`src/rtl/clk_phase_gen_pkg.sv`:
```
// Shared types and elaboration helpers for the machine-cycle phase generator.
package clk_phase_gen_pkg;

  typedef enum logic [2:0] {
    ST_OFF,
    ST_STABILISE,
    ST_RST_HOLD,
    ST_RUN,
    ST_STOPPED
  } state_t;

  function automatic int unsigned idx_width(input int unsigned phases);
    return (phases <= 2) ? 1 : $clog2(phases);
  endfunction

  function automatic bit params_legal(input int unsigned phases,
                                      input int unsigned div,
                                      input int unsigned stable_cycles,
                                      input int unsigned sync_rst_cycles);
    return (phases >= 2) && (phases % 2 == 0) && (div >= 1) &&
           (stable_cycles >= 1) && (sync_rst_cycles >= 1);
  endfunction

endpackage

```
`src/rtl/clk_phase_gen_phase_seq.sv`:
```
// Tick/phase counter pair: DIV ticks per phase, PHASES phases per machine cycle.
module phase_seq
  import clk_phase_gen_pkg::*;
#(
  parameter int unsigned PHASES = 4,
  parameter int unsigned DIV    = 1
) (
  input  logic                         CLK,
  input  logic                         en,
  input  logic                         clr,
  output logic [idx_width(PHASES)-1:0] phase_idx,
  output logic                         first_tick,
  output logic                         last_tick,
  output logic                         wrap
);

  localparam int unsigned TW = (DIV > 1) ? $clog2(DIV) : 1;
  localparam int unsigned IW = idx_width(PHASES);
  localparam logic [TW-1:0] TICK_MAX  = TW'(DIV - 1);
  localparam logic [IW-1:0] PHASE_MAX = IW'(PHASES - 1);

  logic [TW-1:0] tick_q;

  always_ff @(posedge CLK) begin
    if (clr) begin
      tick_q    <= '0;
      phase_idx <= '0;
    end else if (en) begin
      if (last_tick) begin
        tick_q    <= '0;
        phase_idx <= wrap ? '0 : phase_idx + IW'(1);
      end else begin
        tick_q <= tick_q + TW'(1);
      end
    end
  end

  assign first_tick = (tick_q == '0);
  assign last_tick  = (tick_q == TICK_MAX);
  assign wrap       = last_tick && (phase_idx == PHASE_MAX);

endmodule

```
`src/rtl/clk_phase_gen.sv`:
```
// Machine-cycle phase / strobe generator with oscillator stabilisation,
// CPU reset hold and boundary-aligned stop/resume.
module clk_phase_gen
  import clk_phase_gen_pkg::*;
#(
  parameter int unsigned PHASES          = 4,
  parameter int unsigned DIV             = 1,
  parameter int unsigned STABLE_CYCLES   = 16,
  parameter int unsigned SYNC_RST_CYCLES = 2
) (
  input  logic                         CLK,
  input  logic                         nRESET,
  input  logic                         OSC_ENA,
  input  logic                         CLK_ENA,
  output logic [PHASES-1:0]            PHASE,
  output logic [idx_width(PHASES)-1:0] PHASE_IDX,
  output logic                         MAIN_CLK_P,
  output logic                         DATA_CLK_P,
  output logic                         ADR_CLK_P,
  output logic                         INC_CLK_P,
  output logic                         LATCH_CLK,
  output logic                         OSC_STABLE,
  output logic                         SYNC_RESET,
  output logic                         STOP_ACK
);

  localparam int unsigned IW = idx_width(PHASES);
  localparam int unsigned SW = $clog2(STABLE_CYCLES + 1);
  localparam int unsigned HW = $clog2(SYNC_RST_CYCLES + 1);

  if (!params_legal(PHASES, DIV, STABLE_CYCLES, SYNC_RST_CYCLES)) begin : g_bad_params
    $error("clk_phase_gen: PHASES must be even >=2, DIV/STABLE_CYCLES/SYNC_RST_CYCLES >=1");
  end

  state_t        state_q;
  logic [SW-1:0] stab_cnt;
  logic [HW-1:0] hold_cnt;
  logic          osc_stable_q;
  logic          sync_reset_q;
  logic          stop_ack_q;

  logic          seq_en;
  logic          seq_clr;
  logic [IW-1:0] seq_idx;
  logic          seq_first;
  logic          seq_last;
  logic          seq_wrap;

  phase_seq #(
    .PHASES (PHASES),
    .DIV    (DIV)
  ) u_seq (
    .CLK        (CLK),
    .en         (seq_en),
    .clr        (seq_clr),
    .phase_idx  (seq_idx),
    .first_tick (seq_first),
    .last_tick  (seq_last),
    .wrap       (seq_wrap)
  );

  // Counters are held at phase 0 / tick 0 outside sequencing, so entering
  // RST_HOLD or resuming RUN lands on the first tick of phase 0.
  always_comb begin
    seq_clr = 1'b1;
    seq_en  = 1'b0;
    if (nRESET && OSC_ENA) begin
      case (state_q)
        ST_RST_HOLD: begin
          seq_clr = 1'b0;
          seq_en  = 1'b1;
        end
        ST_RUN: begin
          if (!(seq_wrap && !CLK_ENA)) begin
            seq_clr = 1'b0;
            seq_en  = 1'b1;
          end
        end
        default: ;
      endcase
    end
  end

  always_ff @(posedge CLK) begin
    if (!nRESET || !OSC_ENA) begin
      state_q      <= ST_OFF;
      stab_cnt     <= '0;
      hold_cnt     <= '0;
      osc_stable_q <= 1'b0;
      sync_reset_q <= 1'b1;
      stop_ack_q   <= 1'b0;
    end else begin
      case (state_q)
        ST_OFF: begin
          if (STABLE_CYCLES == 1) begin
            state_q      <= ST_RST_HOLD;
            osc_stable_q <= 1'b1;
          end else begin
            state_q  <= ST_STABILISE;
            stab_cnt <= SW'(1);
          end
        end
        ST_STABILISE: begin
          if (stab_cnt == SW'(STABLE_CYCLES - 1)) begin
            state_q      <= ST_RST_HOLD;
            stab_cnt     <= '0;
            osc_stable_q <= 1'b1;
          end else begin
            stab_cnt <= stab_cnt + SW'(1);
          end
        end
        ST_RST_HOLD: begin
          if (seq_wrap) begin
            if (hold_cnt == HW'(SYNC_RST_CYCLES - 1)) begin
              state_q      <= ST_RUN;
              hold_cnt     <= '0;
              sync_reset_q <= 1'b0;
            end else begin
              hold_cnt <= hold_cnt + HW'(1);
            end
          end
        end
        ST_RUN: begin
          if (seq_wrap && !CLK_ENA) begin
            state_q    <= ST_STOPPED;
            stop_ack_q <= 1'b1;
          end
        end
        ST_STOPPED: begin
          if (CLK_ENA) begin
            state_q    <= ST_RUN;
            stop_ack_q <= 1'b0;
          end
        end
        default: state_q <= ST_OFF;
      endcase
    end
  end

  logic active;
  logic main_half;

  always_comb begin
    active     = (state_q == ST_RST_HOLD) || (state_q == ST_RUN);
    main_half  = (seq_idx < IW'(PHASES / 2));
    PHASE      = active ? (PHASES'(1) << seq_idx) : '0;
    PHASE_IDX  = active ? seq_idx : '0;
    MAIN_CLK_P = active && main_half;
    DATA_CLK_P = active && !main_half;
    ADR_CLK_P  = active && (seq_idx != '0);
    INC_CLK_P  = active && seq_wrap;
    LATCH_CLK  = active && seq_first && (seq_idx == '0);
  end

  assign OSC_STABLE = osc_stable_q;
  assign SYNC_RESET = sync_reset_q;
  assign STOP_ACK   = stop_ack_q;

endmodule

```
`config.mk`:
```
export PLATFORM = sky130hd
export DESIGN_NAME = clk_phase_gen
export DESIGN_NICKNAME = d
export VERILOG_FILES = /design/src/rtl/clk_phase_gen_pkg.sv /design/src/rtl/clk_phase_gen_phase_seq.sv /design/src/rtl/clk_phase_gen.sv
export SDC_FILE = /design/constraint.sdc
export NUM_CORES = 1
export LEC_CHECK = 0
export ABC_AREA = 1
export BUFFER_PORTS_ARGS = -buffer_cell sky130_fd_sc_hd__buf_2
export CAP_MARGIN = 20
export CORE_MARGIN = 10
export CORE_UTILIZATION = 51
export DETAILED_ROUTE_END_ITERATION = 16
export PLACE_DENSITY = 0.82
export RECOVER_POWER = 50
export SYNTH_ARGS = -nofsm -noshare
export SYNTH_HDL_FRONTEND = slang
export SYNTH_SLANG_ARGS = --single-unit
```
`constraint.sdc`:
```
create_clock -name CLK -period 1.4 [get_ports CLK]
set_input_delay 0 -clock CLK [delete_from_list [all_inputs] [get_ports CLK]]
set_output_delay 0 -clock CLK [all_outputs]
set_load 0.1 [all_outputs]
```
==> flow_metrics.py, run 1 <==
metrics = {
    "setup_path": {
        "critPathKind": "reg2out",
        "r2r_slack_ns": 0.09,
        "crit_family": "flip-flops",
        "r2r-start": "stab_cnt[0]$_SDFFE_PN0P_",
        "cp_num_cells": 5,
        "cpPeakStageDelay_ns": 0.37,
        "crit_path_start": "u_seq.phase_idx[0]$_SDFFE_PP0P_",
        "critPathSlowestCell": "dfxtp_4",
        "worstPathMaxFanout": 4,
        "r2r_cells": 7,
        "reg2reg_to": "state_q[0]$_SDFFE_PN0P_",
        "worstPathArrival_ns": 1.34,
        "path_buf_inv": 3,
        "cp-end-kind": "primary output",
        "worstSetupStartpointType": "flop",
        "crit_end": "LATCH_CLK",
        "path_cells": "inv_1, ha_2, inv_1, nor2_4, buf_12",
        "worstPathRequired_ns": 1.40,
        "path_common_cell": "inv_1",
    },
    "finish": {
        "num_antenna_cells": 0,
        "drive_above_1_share": 0.293,
        "fin_nets": 150,
        "final_cell_area_mm2": 0.00116,
        "stdcell_count": 156,
        "final_cell_mix": "22 x nor2_1, 22 x nand2_1, 18 x inv_1",
        "syn_to_final_growth_pct": 40.8,
    },
    "placed_design": {
        "placed_area_mm2": 0.00109,
        "port-buffer-count": 17,
        "place_inst": 152,
        "dp_slack_ns": 0.0446,
        "hpwl_mm": 1.56,
        "gp_congestion": 0.813,
    },
    "grt": {
        "grt_pass1_vias": 818,
        "grt.total_usage": 0.114,
        "grt_max_degree": 10,
        "grt_pass1_wl_mm": 3.35,
        "grt_antenna_before_repair": 0,
        "gr-total-overflow": 0,
    },
    "min_path": {
        "min_path_type": "in2reg",
    },
    "die": {
        "ios": 18,
        "start_util": 0.542,
        "core_mm2": 0.00152,
        "die_width_um": 60.2,
        "dieArea_mm2": 0.00363,
        "die_h_um": 60.2,
        "row_count": 14,
    },
    "logic_synthesis": {
        "netlist.area_leader.share": 0.364,
        "yosysSeqAreaShare": 0.364,
        "avgSynthCellArea_um2": 6.77,
        "syn_nets": 131,
        "yosys_register_bits": 15,
        "synth_top_cell_by_area": "dfxtp_1",
        "syn-cell-area_um2": 826,
        "yosysWarnings": 0,
        "synth_cells": 122,
        "synth.distinct_cells": 22,
        "synthTopCellsByArea": "dfxtp_1 36%, nor2_1 13%, nand2_1 10%, inv_1 8.6%, ha_1 7.6%",
    },
    "sta": {
        "fin_skew_ns": 0.00966,
        "tightest_slew_ns": 0.546,
        "final-max-slew-violation-count": 0,
        "setup_violations": 0,
        "period_minus_slack_ns": 1.34,
        "hold_ws_ns": 0.121,
        "fmax_ghz": 0.749,
        "hold_viol": 0,
        "fin_ws_ns": 0.0644,
        "relSlewSlack": 0.638,
        "min_period_over_period": 0.954,
    },
    "pwr": {
        "leakage_nw": 0.458,
        "p_per_area_mw_per_mm2": 816,
        "peakVddDrop_uv": 803,
    },
    "outcome": {
        "status": "complete, no violations",
    },
    "clock_tree": {
        "clkSlewWorstSetupHoldPaths_ns": 0.08,
        "cts.sinks": 15,
        "numCtsBuffers": 3,
        "clk_path_buf_depth": 2,
        "cts_tree": "done",
        "root_buffer": "clkbuf_4",
        "clock_latency_ns": 0.28,
        "holdBufCountCts": 0,
        "htree_levels": 1,
    },
    "flow_run": {
        "max_cap_viol_count": 0,
    },
    "drt": {
        "finalWirelength_mm": 2.06,
        "via_per_inst": 5.37,
        "first_pass_iters": 5,
        "drt_iter0_drc": 21,
        "drt-wirelength-per-cell_um": 13.2,
        "route.vias.total": 838,
        "drc": 0,
        "ant_nets": 0,
    },
}
## layout make-up
type,instances,area (um2)
inverter,20,75.1
fill,109,362
timing repair buffer,17,250
clock buffer,4,26.3
multi-input combinational,84,480
sequential,15,310
tap,16,20.0
## cell families (layout without fill, tap and decap cells)
group | count (synthesis) | after routing | synth area share
AND/OR/NAND/NOR | 66 | 66 | 0.347
buffers and inverters | 23 | 41 | 0.118
flip-flops | 15 | 15 | 0.364
AO/OA/AOI/OAI | 12 | 12 | 0.0849
adder cells (fa/ha/maj) | 5 | 5 | 0.0758
XOR/XNOR | 1 | 1 | 0.0106
## layer usage
metal  track usage  part of all wire  vias to the layer above
met5             0                 0                        -
met4        0.0417             0.021                        0
met3        0.0339             0.085                        6
met2         0.207              0.51                       35
met1         0.118              0.39                      384
li1              -                 -                      413
## through the flow
| step | power (mW) | util | TNS, ns |
|---|---|---|---|
| floorplan | 0.636 | - | -2.61 |
| global placement | 0.696 | 0.718 | 0 |
| detailed placement | 0.704 | 0.718 | 0 |
| CTS | 0.946 | 0.736 | -0.0231 |
| global route | 0.992 | 0.763 | -0.00695 |
| finish | 0.949 | 0.763 | 0 |
## worst min path at each step
stage / endpoint / startpoint / depth (start not counted) / slack [ns]
floorplan: stab_cnt[3]$_SDFFE_PN0P_ / OSC_ENA / 2 / 0.23
global placement: state_q[2]$_SDFFE_PN0P_ / CLK_ENA / 4 / 0.37
detailed placement: STOP_ACK$_SDFFE_PN0P_ / CLK_ENA / 4 / 0.39
CTS: STOP_ACK$_SDFFE_PN0P_ / CLK_ENA / 4 / 0.10
global route: state_q[2]$_SDFFE_PN0P_ / CLK_ENA / 4 / 0.13
finish: state_q[2]$_SDFFE_PN0P_ / CLK_ENA / 4 / 0.12
## power breakdown
group          switching [mW]  total [mW]  leakage, nW  internal, mW
registers              0.0160       0.450        0.124         0.434
clock network           0.135       0.245       0.0150         0.111
logic                   0.174       0.254        0.319        0.0803
## what timing repair did
item	CTS	global route
resized for setup	1	15
setup endpoints to repair	4	13
setup buffers	0	0
pin swaps	0	2
## flip-flops by register name, summed over array words and instances, names as in the netlist
name             count
state_q              3
OSC_STABLE           1
stab_cnt             5
u_seq.phase_idx      2
SYNC_RESET           1
STOP_ACK             1
hold_cnt             2
## worst reg2reg max path, cell delays in order, from the launching register on
cell and delay [ns]:
dfxtp_1 0.39, ha_1 0.20, nand4_1 0.17, nand2_4 0.14
nand2_1 0.07, nor2_2 0.12, nor2_1 0.05, nor2_1 0.10
## synthesized netlist by cell type
library cell	number
nand2_1	22
o21ai_2	1
dfxtp_1	15
inv_1	19
a211oi_1	1
nor3_1	1
nor2_2	1
nor3b_1	1
nor2_1	29
inv_2	1
nand2_4	1
nand3_1	7
o21ai_0	4
nand4_1	1
nor4_1	1
ha_1	5
nand2_2	1
a21oi_2	1
a21oi_1	5
xnor2_1	1
nor2_4	1
buf_4	3
No activity file was read; power rests on OpenSTA's default activity.
==> run 2: changes to the inputs <==
CORE_MARGIN = 2   (was 10)
==> run 2 against run 1 <==
Compared with the run above:
- fmax grew 0.36%
- largest cell class unchanged
- non-clock buffer count is the same
- first-iteration DRC count grew 9.5%
- die area shrank 46%
- design area shrank 0.32%
==> flow_metrics.py, run 2 (synthesized netlist as in run 1, its figures left out) <==
metrics = {
    "clock_tree": {
        "clk_path_buf_depth": 2,
        "htree_levels": 1,
        "clkSlewWorstSetupHoldPaths_ns": 0.08,
        "clock_latency_ns": 0.29,
        "cts_tree": "done",
        "numCtsBuffers": 3,
        "cts.sinks": 15,
        "holdBufCountCts": 0,
        "postCtsSetupBuffers": 0,
        "root_buffer": "clkbuf_4",
    },
    "setup_path": {
        "r2r_slack_ns": 0.09,
        "cpPeakStageDelay_ns": 0.36,
        "path_cells": "inv_2, ha_2, inv_1, nor2_4, buf_12",
        "crit_path_start": "u_seq.phase_idx[1]$_SDFFE_PP0P_",
        "cp-end-kind": "primary output",
        "crit_family": "flip-flops",
        "path_buf_inv": 3,
        "worstSetupStartpointType": "flop",
        "critPathKind": "reg2out",
        "r2r-start": "state_q[1]$_SDFFE_PN0P_",
        "critPathSlowestCell": "dfxtp_2",
        "worstPathMaxFanout": 4,
        "worstPathRequired_ns": 1.40,
        "worstPathArrival_ns": 1.33,
    },
    "outcome": {
        "status": "complete, no violations",
    },
    "drt": {
        "first_pass_iters": 4,
        "route.vias.total": 827,
        "via_per_inst": 5.30,
        "finalWirelength_mm": 1.86,
        "ant_nets": 0,
        "drc": 0,
        "drt-wirelength-per-cell_um": 11.9,
        "drt_iter0_drc": 23,
    },
    "finish": {
        "largest_reg_flops": 5,
        "stdcell_count": 156,
        "regMostFlops": "stab_cnt",
        "final_cell_mix": "22 x nand2_1, 21 x nor2_1, 17 x inv_1",
        "syn_to_final_growth_pct": 40.3,
        "reg_top3": "stab_cnt (5), state_q (3)",
        "final_cell_area_mm2": 0.00116,
        "n_fill_cell": 100,
        "final_common_cell": "nand2_1",
        "num_antenna_cells": 0,
        "drive_above_1_share": 0.300,
        "fin_nets": 150,
    },
    "min_path": {
        "min_from": "CLK_ENA",
        "min_path_type": "in2reg",
    },
    "pwr": {
        "combPwrFrac": 0.266,
        "p_seq_frac": 0.476,
        "internal_power_mw": 0.628,
        "peakVddDrop_uv": 609,
        "swShare": 0.340,
        "p_clk_frac": 0.258,
        "leakage_nw": 0.457,
        "p_per_area_mw_per_mm2": 822,
        "power_switching_mw": 0.324,
    },
    "sta": {
        "period_minus_slack_ns": 1.33,
        "fmax_ghz": 0.751,
        "final-max-slew-violation-count": 0,
        "relSlewSlack": 0.638,
        "fin_ws_ns": 0.0692,
        "tightest_slew_ns": 0.545,
        "tns_ns": 0,
        "setup_violations": 0,
        "fin_skew_ns": 0.00402,
        "hold_viol": 0,
        "min_period_over_period": 0.951,
    },
    "grt": {
        "grt_use_met2": 0.391,
        "grt_max_degree": 10,
        "grt_pass1_wl_mm": 3.11,
        "grt_antenna_before_repair": 0,
        "grt_pass1_vias": 768,
        "grt_use_met3": 0.0531,
        "grtUsageMet1": 0.232,
        "grt.total_usage": 0.218,
        "top_usage_layer": "met2",
        "gr-total-overflow": 0,
    },
    "die": {
        "die_width_um": 44.2,
        "start_util": 0.548,
        "core_mm2": 0.00151,
        "die_h_um": 44.2,
        "dieArea_mm2": 0.00196,
        "row_count": 14,
        "ios": 18,
    },
    "placed_design": {
        "placed_area_mm2": 0.00109,
        "place_inst": 152,
        "dp_slack_ns": 0.0580,
        "port-buffer-count": 17,
        "gp_congestion": 0.845,
        "hpwl_mm": 1.36,
    },
    "flow_run": {
        "max_cap_viol_count": 0,
    },
}
[run 2: cell types whose count changed in the layout (fill, tap and decap cells not counted)]
cell | before | now
dfxtp_1 | 11 | 12
dfxtp_2 | 2 | 3
dfxtp_4 | 2 | 0
inv_1 | 18 | 17
inv_2 | 2 | 3
nor2_1 | 22 | 21
nor2_2 | 5 | 6
[run 2: final timing paths]
path                         endpoint  cells after the start
min           state_q[2]$_SDFFE_PN0P_                      4
max reg2reg  hold_cnt[0]$_SDFFE_PN0P_                      7
max                         LATCH_CLK                      5
min reg2reg  hold_cnt[1]$_SDFFE_PN0P_                      2
[run 2: what timing repair did]
item	CTS	global route
endpoints found under the setup margin	3	15
gates resized for setup	1	13
cloned	0	0
pin swaps	0	2
[run 2: final cells by class]
class,instances,area (um2),share of cell area
repair buffers,17,250,0.216
multi-input cells,84,483,0.417
well taps,16,20.0,0.0173
flip-flops and latches,15,304,0.262
inverters,20,75.1,0.0648
clock buffers,4,26.3,0.0227
[run 2: power groups by stage]
stage                     Clock [mW]  Sequential [mW]  Combinational, mW
after global routing           0.270            0.455              0.274
final                          0.246            0.453              0.253
after detailed placement           0            0.460              0.243
after floorplan                    0            0.457              0.179
after global placement             0            0.459              0.238
after CTS                      0.249            0.450              0.245
[run 2: metrics by stage]
stage	utilization	power (mW)	hold slack, ns
finish	0.769	0.953	0.0828
global route	0.769	0.998	0.0965
CTS	0.745	0.944	0.0792
detailed placement	0.726	0.703	0.394
global placement	0.726	0.696	0.377
floorplan	-	0.636	0.232
[run 2: worst reg2reg max path: stages, from the launching register on]
cell     delay [ns]
dfxtp_2        0.41
inv_1          0.06
nor2_1         0.15
nand2_1        0.15
nor2_1         0.17
inv_1          0.08
o21ai_2        0.13
a21oi_1        0.05
[run 2: metal layers]
metal	up-vias	wire, um
met2	28	982
met3	8	83
li1	415	-
met4	0	58
met5	-	0
met1	376	734
==> run 3: changes to the inputs <==
REMOVE_ABC_BUFFERS = 1   (was default)
==> run 3 against run 2 <==
Compared with the run above:
- critical path depth unchanged
- total power rose by 0.33%
- flip-flop and latch count stayed put
- routed wire length up 0.48%
- first-iteration DRC count is 70% higher
- clock skew rose by 0.0040 ns
- largest power group unchanged
==> flow_metrics.py, run 3 (synthesized netlist as in run 1, its figures left out) <==
metrics = {
    "outcome": {
        "status": "complete, no violations",
    },
    "grt": {
        "grt_pass1_wl_mm": 3.15,
        "grt_max_degree": 10,
        "gr-total-overflow": 0,
        "grt.total_usage": 0.226,
        "grt_antenna_before_repair": 0,
        "grt_pass1_vias": 736,
    },
    "drt": {
        "ant_nets": 0,
        "via_per_inst": 5.30,
        "drc": 0,
        "drt_iter0_drc": 39,
        "first_pass_iters": 4,
        "finalWirelength_mm": 1.87,
        "route.vias.total": 827,
        "drt-wirelength-per-cell_um": 12.0,
    },
    "pwr": {
        "combPwrFrac": 0.262,
        "internal_power_mw": 0.626,
        "p_clk_frac": 0.265,
        "peakVddDrop_uv": 541,
        "p_seq_frac": 0.472,
        "power_switching_mw": 0.330,
        "p_per_area_mw_per_mm2": 828,
        "leakage_nw": 0.458,
        "swShare": 0.345,
    },
    "clock_tree": {
        "numCtsBuffers": 3,
        "cts_tree": "done",
        "clk_path_buf_depth": 2,
        "root_buffer": "clkbuf_4",
        "clock_latency_ns": 0.30,
        "postCtsSetupBuffers": 0,
        "htree_levels": 1,
        "clkSlewWorstSetupHoldPaths_ns": 0.09,
        "cts.sinks": 15,
        "holdBufCountCts": 0,
    },
    "finish": {
        "largest_reg_flops": 5,
        "num_antenna_cells": 0,
        "final_common_cell": "nor2_1",
        "regMostFlops": "stab_cnt",
        "fin_nets": 150,
        "n_fill_cell": 98,
        "final_cell_mix": "24 x nor2_1, 22 x nand2_1, 18 x inv_1",
        "reg_top3": "stab_cnt (5), state_q (3)",
        "final_core_util": 0.766,
        "syn_to_final_growth_pct": 39.7,
        "drive_above_1_share": 0.271,
    },
    "sta": {
        "min_period_over_period": 0.972,
        "setup_violations": 0,
        "tightest_slew_ns": 0.540,
        "hold_viol": 0,
        "fmax_ghz": 0.735,
        "fin_ws_ns": 0.0391,
        "relSlewSlack": 0.642,
        "final-max-slew-violation-count": 0,
        "rsz0062_at_grt": "yes",
        "period_minus_slack_ns": 1.36,
        "fin_skew_ns": 0.00803,
    },
    "setup_path": {
        "worstSetupStartpointType": "flop",
        "worstPathArrival_ns": 1.36,
        "critPathSlowestCell": "dfxtp_2",
        "path_common_cell": "inv_1",
        "cp-end-kind": "primary output",
        "worstPathMaxFanout": 4,
        "cpPeakStageDelay_ns": 0.36,
        "path_cells": "inv_1, ha_2, inv_1, nor2_4, buf_12",
        "worstPathRequired_ns": 1.40,
        "critPathKind": "reg2out",
    },
    "die": {
        "core_mm2": 0.00151,
        "die_width_um": 44.2,
        "die_h_um": 44.2,
        "row_count": 14,
        "start_util": 0.548,
        "dieArea_mm2": 0.00196,
        "ios": 18,
    },
    "placed_design": {
        "gp_congestion": 0.846,
        "port-buffer-count": 17,
        "hpwl_mm": 1.37,
        "dp_slack_ns": 0.0186,
    },
    "min_path": {
        "min_path_type": "in2reg",
    },
    "flow_run": {
        "max_cap_viol_count": 0,
    },
}
==> run 3: cell type report <==
type / instances / area (um2) / share of cell area
multi-input combinational: 84 / 475 / 0.412
sequential: 15 / 307 / 0.266
timing repair buffer: 17 / 250 / 0.217
inverter: 20 / 75.1 / 0.0651
clock buffer: 4 / 26.3 / 0.0228
tap: 16 / 20.0 / 0.0174
==> run 3: per-stage QoR <==
step / TNS [ns] / hold slack (ns) / instances / cell area, um2 / power (mW)
after floorplan: -12.03 / 0.232 / 119 / 803 / 0.626
after detailed placement: 0 / 0.400 / 152 / 1070 / 0.696
final: 0 / 0.0811 / 156 / 1150 / 0.956
after global placement: 0 / 0.372 / 152 / 1070 / 0.689
after CTS: 0 / 0.0907 / 156 / 1120 / 0.952
after global routing: -0.264 / 0.111 / 156 / 1150 / 1.00
==> run 3: power by group through the flow <==
stage	Combinational [mW]	Sequential, mW	Clock, mW
floorplan	0.169	0.457	0
global placement	0.230	0.459	0
detailed placement	0.237	0.460	0
CTS	0.244	0.450	0.258
global route	0.274	0.452	0.277
finish	0.251	0.451	0.254
==> run 3: repair_timing <==
action,4_1_cts,5_1_grt
resized for setup,7,10
pin swaps,0,2
endpoints found under the hold margin,0,0
endpoints found under the setup margin,6,14
==> run 3: worst paths after layout <==
| check | cells past startpoint | end | slack, ns | startpoint |
|---|---|---|---|---|
| setup / recovery | 5 | PHASE[0] | 0.04 | u_seq.phase_idx[0]$_SDFFE_PP0P_ |
| hold / removal | 4 | state_q[2]$_SDFFE_PN0P_ | 0.08 | CLK_ENA |
| setup reg to reg | 7 | state_q[0]$_SDFFE_PN0P_ | 0.05 | stab_cnt[0]$_SDFFE_PN0P_ |
| hold reg to reg | 2 | hold_cnt[1]$_SDFFE_PN0P_ | 0.45 | hold_cnt[1]$_SDFFE_PN0P_ |
==> run 3: critical path, delay by kind of cell (launching register included) <==
family / cells / cell delay (ns)
adders and majority gates: 1 / 0.20
buffers and inverters: 3 / 0.37
DFF: 1 / 0.36
and+or+nand+nor: 1 / 0.14
==> run 3: layer usage <==
layer,GRT usage,vias up,routed length [um]
met5,0,-,0
met4,0.109,0,41
met3,0.0612,5,82
met2,0.400,27,996
met1,0.249,381,747
li1,-,414,-
